`config.mk`:
```
export PLATFORM = sky130hd
export DESIGN_NAME = cond_unit
export DESIGN_NICKNAME = d
export VERILOG_FILES = /design/src/rtl/cond_pkg.sv /design/src/rtl/cond_check.sv /design/src/rtl/cond_unit.sv
export SDC_FILE = /design/constraint.sdc
export NUM_CORES = 1
export LEC_CHECK = 0
export CORE_AREA = 2 2 39 41
export CTS_CLUSTER_DIAMETER = 40
export DETAILED_ROUTE_END_ITERATION = 7
export DIE_AREA = 0 0 41 43
export GPL_TIMING_DRIVEN = 0
export PLACE_DENSITY = 0.81
export SLEW_MARGIN = 20
export SYNTH_ARGS = -nofsm -noshare
export SYNTH_HDL_FRONTEND = slang
export SYNTH_SLANG_ARGS = --single-unit
```
`constraint.sdc`:
```
create_clock -name clk -period 3.3 [get_ports clk]
set_input_delay 0.495 -clock clk [delete_from_list [all_inputs] [get_ports clk]]
set_output_delay 0.495 -clock clk [all_outputs]
set_load 0.02 [all_outputs]
```
`src/rtl/cond_pkg.sv`:
```
// Shared types and constants for the condition/flag unit.
// Flag bus order: bit 0 = N, bit 1 = Z, bit 2 = C, bit 3 = V.
package cond_pkg;

    localparam int unsigned FLAG_W = 4;
    localparam int unsigned COND_W = 4;

    localparam int unsigned FLAG_N = 0;
    localparam int unsigned FLAG_Z = 1;
    localparam int unsigned FLAG_C = 2;
    localparam int unsigned FLAG_V = 3;

    localparam int unsigned FW_NZ = 1;
    localparam int unsigned FW_CV = 0;

    typedef enum logic [3:0] {
        COND_EQ = 4'b0000,
        COND_NE = 4'b0001,
        COND_CS = 4'b0010,
        COND_CC = 4'b0011,
        COND_MI = 4'b0100,
        COND_PL = 4'b0101,
        COND_VS = 4'b0110,
        COND_VC = 4'b0111,
        COND_HI = 4'b1000,
        COND_LS = 4'b1001,
        COND_GE = 4'b1010,
        COND_LT = 4'b1011,
        COND_GT = 4'b1100,
        COND_LE = 4'b1101,
        COND_AL = 4'b1110,
        COND_NV = 4'b1111
    } cond_e;

endpackage

```
`src/rtl/cond_check.sv`:
```
// Combinational evaluation of a 4-bit condition field against stored NZCV flags.
// The reserved encoding never passes.
module cond_check
    import cond_pkg::*;
#(
    parameter int unsigned P_FLAG_W = FLAG_W,
    parameter int unsigned P_COND_W = COND_W
) (
    input  logic [P_COND_W-1:0] cond,
    input  logic [P_FLAG_W-1:0] flags,
    output logic                cond_ex
);

    logic  w_n;
    logic  w_z;
    logic  w_c;
    logic  w_v;
    cond_e w_cond;

    assign w_n    = flags[FLAG_N];
    assign w_z    = flags[FLAG_Z];
    assign w_c    = flags[FLAG_C];
    assign w_v    = flags[FLAG_V];
    assign w_cond = cond_e'(cond[3:0]);

    always_comb begin
        cond_ex = 1'b0;
        case (w_cond)
            COND_EQ: cond_ex = w_z;
            COND_NE: cond_ex = ~w_z;
            COND_CS: cond_ex = w_c;
            COND_CC: cond_ex = ~w_c;
            COND_MI: cond_ex = w_n;
            COND_PL: cond_ex = ~w_n;
            COND_VS: cond_ex = w_v;
            COND_VC: cond_ex = ~w_v;
            COND_HI: cond_ex = w_c & ~w_z;
            COND_LS: cond_ex = ~w_c | w_z;
            COND_GE: cond_ex = (w_n == w_v);
            COND_LT: cond_ex = (w_n != w_v);
            COND_GT: cond_ex = ~w_z & (w_n == w_v);
            COND_LE: cond_ex = w_z | (w_n != w_v);
            COND_AL: cond_ex = 1'b1;
            default: cond_ex = 1'b0;
        endcase
    end

endmodule

```
`src/rtl/cond_unit.sv`:
```
// NZCV flag register plus condition-gated write strobes for the execute stage.
// Conditions always see the pre-update flags; updates appear one cycle later.
module cond_unit
    import cond_pkg::*;
#(
    parameter int unsigned P_FLAG_W = FLAG_W,
    parameter int unsigned P_COND_W = COND_W
) (
    input  logic                clk,
    input  logic                reset,
    input  logic                stall,
    input  logic [P_COND_W-1:0] cond,
    input  logic [P_FLAG_W-1:0] alu_flags,
    input  logic [1:0]          flag_w,
    input  logic                reg_write,
    input  logic                mem_write,
    input  logic                pc_src,
    output logic                cond_ex,
    output logic                reg_write_g,
    output logic                mem_write_g,
    output logic                pc_src_g,
    output logic [P_FLAG_W-1:0] flags_q
);

    logic [P_FLAG_W-1:0] r_flags;
    logic [P_FLAG_W-1:0] w_flags_d;
    logic                w_cond_ex;
    logic                w_fire;

    cond_check #(
        .P_FLAG_W (P_FLAG_W),
        .P_COND_W (P_COND_W)
    ) u_cond_check (
        .cond    (cond),
        .flags   (r_flags),
        .cond_ex (w_cond_ex)
    );

    // An instruction commits only when it passes, is not stalled and not in reset.
    assign w_fire = w_cond_ex & ~stall & ~reset;

    // NZ and CV halves update independently so logic ops keep C and V.
    always_comb begin
        w_flags_d = r_flags;
        if (w_fire) begin
            if (flag_w[FW_NZ]) begin
                w_flags_d[FLAG_N] = alu_flags[FLAG_N];
                w_flags_d[FLAG_Z] = alu_flags[FLAG_Z];
            end
            if (flag_w[FW_CV]) begin
                w_flags_d[FLAG_C] = alu_flags[FLAG_C];
                w_flags_d[FLAG_V] = alu_flags[FLAG_V];
            end
        end
    end

    always_ff @(posedge clk) begin
        if (reset) begin
            r_flags <= '0;
        end else begin
            r_flags <= w_flags_d;
        end
    end

    assign cond_ex     = w_cond_ex;
    assign reg_write_g = reg_write & w_fire;
    assign mem_write_g = mem_write & w_fire;
    assign pc_src_g    = pc_src & w_fire;
    assign flags_q     = r_flags;

endmodule

```
==> results by group, run 1 <==
Timing
  – Post-route minimum period: 3.17 ns
  – Final setup fails: 0
  – Final WS setup: 0.132 ns
  – Fmax: approximately 320 MHz
  – Fin crit share: 96.0%
  – Final hold viol count: 0
  – Max-slew violations: 0
  – Worst slew pin tran: 0.557 ns
  – RSZ-0062 raised after global routing: false
  – Worst clock skew: ~0.000092 ns
  – Worst slew margin: around 63%

Placed design
  – DP Wirelength: 826 um
  – Buffers added on ports: 23
  – RePlAce Congestion: 0.691
  – Placed cells: 92
  – Place WS: -0.108 ns

Setup path
  – Critical path required time: 2.80 ns
  – Slowest CP cell: clkdlybuf4s50_1
  – Worst R2R End: flags_q[0]
  – R2R depth: 5
  – Worst setup startpoint: cond[2]
  – CP max stage delay: roughly 0.62 ns
  – Critical path type: in2out
  – FF-to-FF setup slack: approximately 1.4 ns
  – Worst path depth: 7
  – CP Cell Sequence: clkdlybuf4s50_1, nor4bb_1, o31a_1, o31ai_2, and3_1, inv_1, clkdlybuf4s50_1
  – CP startpoint kind: input port
  – Crit-path max FO: 9
  – CP Capture Type: output port
  – Critical Path AT: 2.67 ns
  – Buf/Inv on CP: 3
  – RR Startpoint: flags_q[0]
  – Crit path top cell by count: clkdlybuf4s50_1
  – Setup crit end: cond_ex
  – CP top delay family: buffers and inverters

Floorplanning
  – Die Wd: 41 um
  – Area of the core: 1380 um2
  – Initial Util: 31.5%
  – Top Ports: 24
  – Die height: 43 um
  – Full die area: 1760 um2
  – # rows: 14

CTS
  – H-tree depth: 1
  – Num CTS Buffers: 3
  – TritonCTS clock tree: built
  – TritonCTS Sinks: 4
  – CTS Hold Buffers Added: 0
  – Clock tree buffer depth: 2
  – Postcts setup bufs: 0
  – CTS clk-pin slew, worst paths: 0.04 ns
  – Latest clock arrival within the worst-skew pair: ~0.24 ns
  – Root Buffer Master: clkbuf_4

Finish
  – N_diodes: 0
  – Cell Count, Final, Fillers Out: 95
  – Nets@finish: 97
  – Max reg flops: 4
  – Share of cells above drive strength 1: 6.33%
  – Final Util: 51.3%
  – Synth-to-Final Area Change: 62.9%

Route
  – DRC: 0
  – Drt wl/cell: 10.8 um
  – Vias per cell: 5.01
  – DRT Pass-1 Iters: 3
  – Drt total wl: 1020 um
  – DRT iter0 DRCs: 1
  – Vias post-DR: ~480
  – Antenna Nets Post-Route: 0

GRT
  – Vias in the first global route: 448
  – Total GRT Usage: ~15%
  – First-pass GRT wire length: approximately 1700 um
  – Largest net degree at the start of global routing: 11
  – Initial antenna violation count: 0
  – Grt total ovfl: 0

Job
  – Maxcap violations: 0

Run status
  – Outcome: finished clean

Synthesis
  – #FFs+latches synth: 4
  – Avg Inst Size Synth: roughly 8 um2
  – Most area-consuming cells after synthesis: dfxtp_1 (18%), nand2b_1 (14%), mux2i_1 (11%)
  – Synth Warn #: 0
  – Post-Syn Area: 435 um2
  – Post-synth EDFFs: 0
  – Post-synth top flop: dfxtp_1
  – Synth cell types: 27
  – Post-synth top area cell: dfxtp_1
  – Ys async rst share: 0%
  – Syn nets: 69
  – Sequential area share after synthesis: 18.4%
  – Cells after Synth: 53
  – Top-area cell type share of the netlist area: 18.4%

Worst hold path
  – Worst hold path class: reg2reg

Power
  – Power Total: 0.184 mW
  – Lkg Pwr: around 0.27 nW
  – PD cells: 260 nW/um2
  – VDD IR max: 0.152 mV
-- metal layers --
layer	GRT usage (%)	up-vias	wire, um
li1	-	248	-
met1	14.5	210	400
met2	24.7	16	544
met3	3.14	2	62
met4	10.0	0	15
met5	0	-	0
-- cells in the final DEF, fill, tap and decap left out, types with 2 or more instances in the layout --
cell type and n:
a311oi_1 2, and3b_1 2, clkbuf_4 3, clkdlybuf4s50_1 20
dfxtp_1 4, dlygate4sd2_1 3, inv_1 3, mux2i_1 5
nand2_1 2, nand2b_1 10, nor2b_1 2, nor3b_1 2
nor4b_1 3, xnor2_1 2
-- synthesized netlist by cell type (2+ instances only) --
cell type and count:
xnor2_1 2, mux2i_1 5, nand2_1 2, dfxtp_1 4, nor2b_1 2, nor4b_1 3, and3b_1 2, a311oi_1 2
nor3b_1 2, inv_1 3, nand2b_1 10
-- kinds of logic (layout without fill, tap and decap cells) --
logic type,Yosys count,in the layout,synth area share (%)
compound gates,10,10,17.0
xor+xnor,3,3,6.04
buf+inv,5,31,6.03
flops,4,4,18.4
mux,5,5,11.5
simple gates,26,26,41.1
-- stage by stage --
step | cell area [um2] | hold slack, ns | setup TNS [ns]
after floorplan | 435 | 0.576 | 0
after global placement | 686 | 0.507 | -0.0926
after detailed placement | 686 | 0.514 | -0.283
after CTS | 704 | 0.520 | 0
after global routing | 709 | 0.556 | 0
final | 709 | 0.513 | 0
-- worst min path at each step --
stage,from,endpoint,slack (ns),depth (start not counted)
floorplan,flags_q[2],flags_q[2],0.58,2
global placement,flags_q[2],flags_q[2],0.51,2
detailed placement,flags_q[2],flags_q[2],0.51,2
CTS,flags_q[2],flags_q[2],0.52,2
global route,flags_q[2],flags_q[2],0.56,2
finish,flags_q[2],flags_q[2],0.51,2
-- where the power goes --
group,switching [mW],internal (mW)
combinational,0.0287,0.0408
sequential,0.00329,0.0507
clock,0.0203,0.0407
-- layout make-up --
cell class	instances	area, um2
multi-input cells	44	334
well taps	16	20.0
flip-flops and latches	4	80.1
plain buffers	2	15.0
repair buffers	23	226
fillers	141	674
clock buffers	3	22.5
inverters	3	11.3
-- worst min-delay path, stage by stage, from the launching register on --
cell and delay (ns):
dfxtp_1 0.33, nand2b_1 0.08, mux2i_1 0.05
-- repair_timing --
item / in CTS / in global routing
hold endpoints to repair: 0 / 0
resized for setup: 3 / 1
setup endpoints to repair: 3 / 1
Power figures use the tool's default switching activity.
==> run 2, diff against run 1 <==
--- a/config.mk
+++ b/config.mk
@@ -9,6 +9,7 @@
 export CTS_CLUSTER_DIAMETER = 40
 export DETAILED_ROUTE_END_ITERATION = 7
 export DIE_AREA = 0 0 41 43
+export GPL_ROUTABILITY_DRIVEN = 0
 export GPL_TIMING_DRIVEN = 0
 export PLACE_DENSITY = 0.81
 export SLEW_MARGIN = 20
==> results of run 2 <==
Same layout as run 1: the final DEF is identical, and so are final timing and power.
==> run 3, diff against run 2 <==
--- a/config.mk
+++ b/config.mk
@@ -11,8 +11,9 @@
 export DIE_AREA = 0 0 41 43
 export GPL_ROUTABILITY_DRIVEN = 0
 export GPL_TIMING_DRIVEN = 0
-export PLACE_DENSITY = 0.81
+export PLACE_DENSITY = 0.78
 export SLEW_MARGIN = 20
 export SYNTH_ARGS = -nofsm -noshare
 export SYNTH_HDL_FRONTEND = slang
+export SYNTH_HIERARCHICAL = 1
 export SYNTH_SLANG_ARGS = --single-unit
==> run 3 against run 2 <==
Via count decreased by 1.1%. Register-to-register slack better by 0.07 ns. Count of clock-buffer cells in the layout unchanged. Critical path depth fell by 1. Largest cell class unchanged. Critical path type unchanged.
==> results by group, run 3 <==
Timing
  – Max-slew violations: 0
  – Fmax: 349 MHz
  – Worst clock skew: 0.00286 ns
  – Post-route minimum period: 2.87 ns
  – Final WS setup: between 0.4 and 0.5 ns
  – Final setup fails: 0
  – Total negative slack: 0 ns
  – RSZ-0062 raised after global routing: false
  – Worst slew pin tran: 0.291 ns
  – Worst slew margin: 80.6%
  – Final hold viol count: 0
  – Fin crit share: 86.9%

GRT
  – Grt total ovfl: 0
  – Total GRT Usage: 13.8%
  – Vias in the first global route: 425
  – Largest net degree at the start of global routing: 10
  – First-pass GRT wire length: approximately 1700 um
  – Initial antenna violation count: 0

Synthesis
  – Syn nets: 66
  – #FFs+latches synth: 4
  – Synth Warn #: 6
  – Post-synth EDFFs: 0
  – Post-synth top area cell: dfxtp_1
  – Avg Inst Size Synth: 8.16 um2
  – Ys async rst share: 0%
  – Synth cell types: 23
  – Sequential area share after synthesis: about a fifth
  – Commonest cells post-synth: nand2b_1 (10), dfxtp_1 (4), mux2i_1 (4)
  – Post-synth top flop: dfxtp_1
  – Most area-consuming cells after synthesis: dfxtp_1 (20%), nand2b_1 (15%), mux2i_1 (9.8%)
  – Post-Syn Area: 408 um2
  – Top-area cell type share of the netlist area: just under 20%
  – Cells after Synth: 50
  – Most common cell in the netlist: nand2b_1

Setup path
  – R2R depth: 6
  – Critical Path AT: 2.37 ns
  – RR Startpoint: flags_q[0]
  – CP startpoint kind: input port
  – Critical path required time: roughly 2.8 ns
  – Critical path type: in2out
  – CP Capture Type: output port
  – Worst R2R End: flags_q[1]
  – FF-to-FF setup slack: 1.48 ns
  – Crit-path max FO: 8

Route
  – DRT Pass-1 Iters: 4
  – Drt wl/cell: 10.9 um
  – Vias per cell: 5.23
  – DRC: 0
  – Antenna Nets Post-Route: 0
  – Drt total wl: 978 um
  – Vias post-DR: 471
  – DRT iter0 DRCs: 5

Floorplanning
  – # rows: 14
  – Full die area: 1760 um2
  – Initial Util: 29.5%
  – Top Ports: 24
  – Die Wd: 41 um
  – Area of the core: 1380 um2
  – Die height: ~43 um

CTS
  – Num CTS Buffers: 3
  – Latest clock arrival within the worst-skew pair: between 0.2 and 0.25 ns
  – TritonCTS Sinks: 4
  – CTS Hold Buffers Added: 0
  – Clock tree buffer depth: 2
  – H-tree depth: 1
  – Root Buffer Master: clkbuf_4
  – TritonCTS clock tree: built
  – Postcts setup bufs: 0
  – CTS clk-pin slew, worst paths: 0.04 ns

Finish
  – Synth-to-Final Area Change: 64.7%
  – Most frequent cells in the layout: clkdlybuf4s50_1 (17), nand2b_1 (10), mux2i_1 (4), dfxtp_1 (4)
  – Max reg flops: 4
  – Most common cell after layout, fill and taps aside: clkdlybuf4s50_1
  – N_diodes: 0
  – Cell Count, Final, Fillers Out: 90
  – Nets@finish: 92
  – Share of cells above drive strength 1: under 10%

Worst hold path
  – Worst hold path class: reg2reg
  – Hold path cells: 2
  – Min-delay src: flags_q[2]
  – Hold Crit Endpoint: flags_q[2]

Placed design
  – Placed cells: 87
  – Buffers added on ports: 21
  – DP Wirelength: 776 um
  – Place WS: -0.119 ns

Run status
  – Outcome: finished clean

Job
  – Maxcap violations: 0

Power
  – PD cells: about 270 nW/um2
  – Power Total: 0.181 mW
  – Lkg Pwr: 0.303 nW
  – VDD IR max: 0.150 mV
## run 3: critical path: stages
cell             delay [ns]
dlygate4sd2_1          0.36
mux2_4                 0.33
a21oi_1                0.15
o211ai_1               0.13
a211o_1                0.36
clkdlybuf4s50_1        0.56
## run 3: kinds of logic (layout without fill, tap and decap cells)
logic type / after synthesis / count (layout) / share of synthesized area (%)
buffers and inverters: 2 / 26 / 2.15
xor gates and xnor gates: 2 / 2 / 6.14
AOI/OAI and AO/OA: 11 / 11 / 19.0
and+or+nand+nor: 26 / 26 / 39.6
DFF: 4 / 4 / 19.6
muxes: 5 / 5 / 13.5
## run 3: final cells by class
type	count	area, um2
fillers	128	712
multi-input cells	44	324
repair buffers	21	216
flip-flops and latches	4	80.1
clock buffers	3	22.5
well taps	16	20.0
plain buffers	2	8.76
## run 3: where the power goes
part | internal, mW | switching (mW)
combinational | 0.0384 | 0.0276
clock | 0.0407 | 0.0198
sequential | 0.0509 | 0.00369
## run 3: per-layer routing
metal	global-route usage (%)	wire length (um)	up-vias
met3	4.71	81	2
met1	15.9	380	215
met4	8.00	19	0
met5	0	0	-
li1	-	-	230
met2	20.9	497	24
## run 3: metrics by stage
step	area, um2	hold WS, ns	util [%]
floorplan	408	0.574	-
global placement	638	0.503	46.1
detailed placement	638	0.517	46.1
CTS	659	0.523	47.6
global route	672	0.578	48.6
finish	672	0.517	48.6
## run 3: what timing repair did
item	in CTS	in global routing
endpoints found under the hold margin	0	0
endpoints found under the setup margin	3	3
resized for setup	1	4
## run 3: worst max-delay path by stage
| stage | startpoint | endpoint | slack, ns | cells after the start |
|---|---|---|---|---|
| after CTS | cond[0] | pc_src_g | 0.10 | 8 |
| after global routing | cond[0] | pc_src_g | 0.34 | 8 |
| after global placement | cond[2] | reg_write_g | -0.09 | 8 |
| after detailed placement | cond[2] | reg_write_g | -0.12 | 8 |
| final | cond[2] | cond_ex | 0.43 | 6 |
| after floorplan | cond[3] | mem_write_g | 0.88 | 7 |
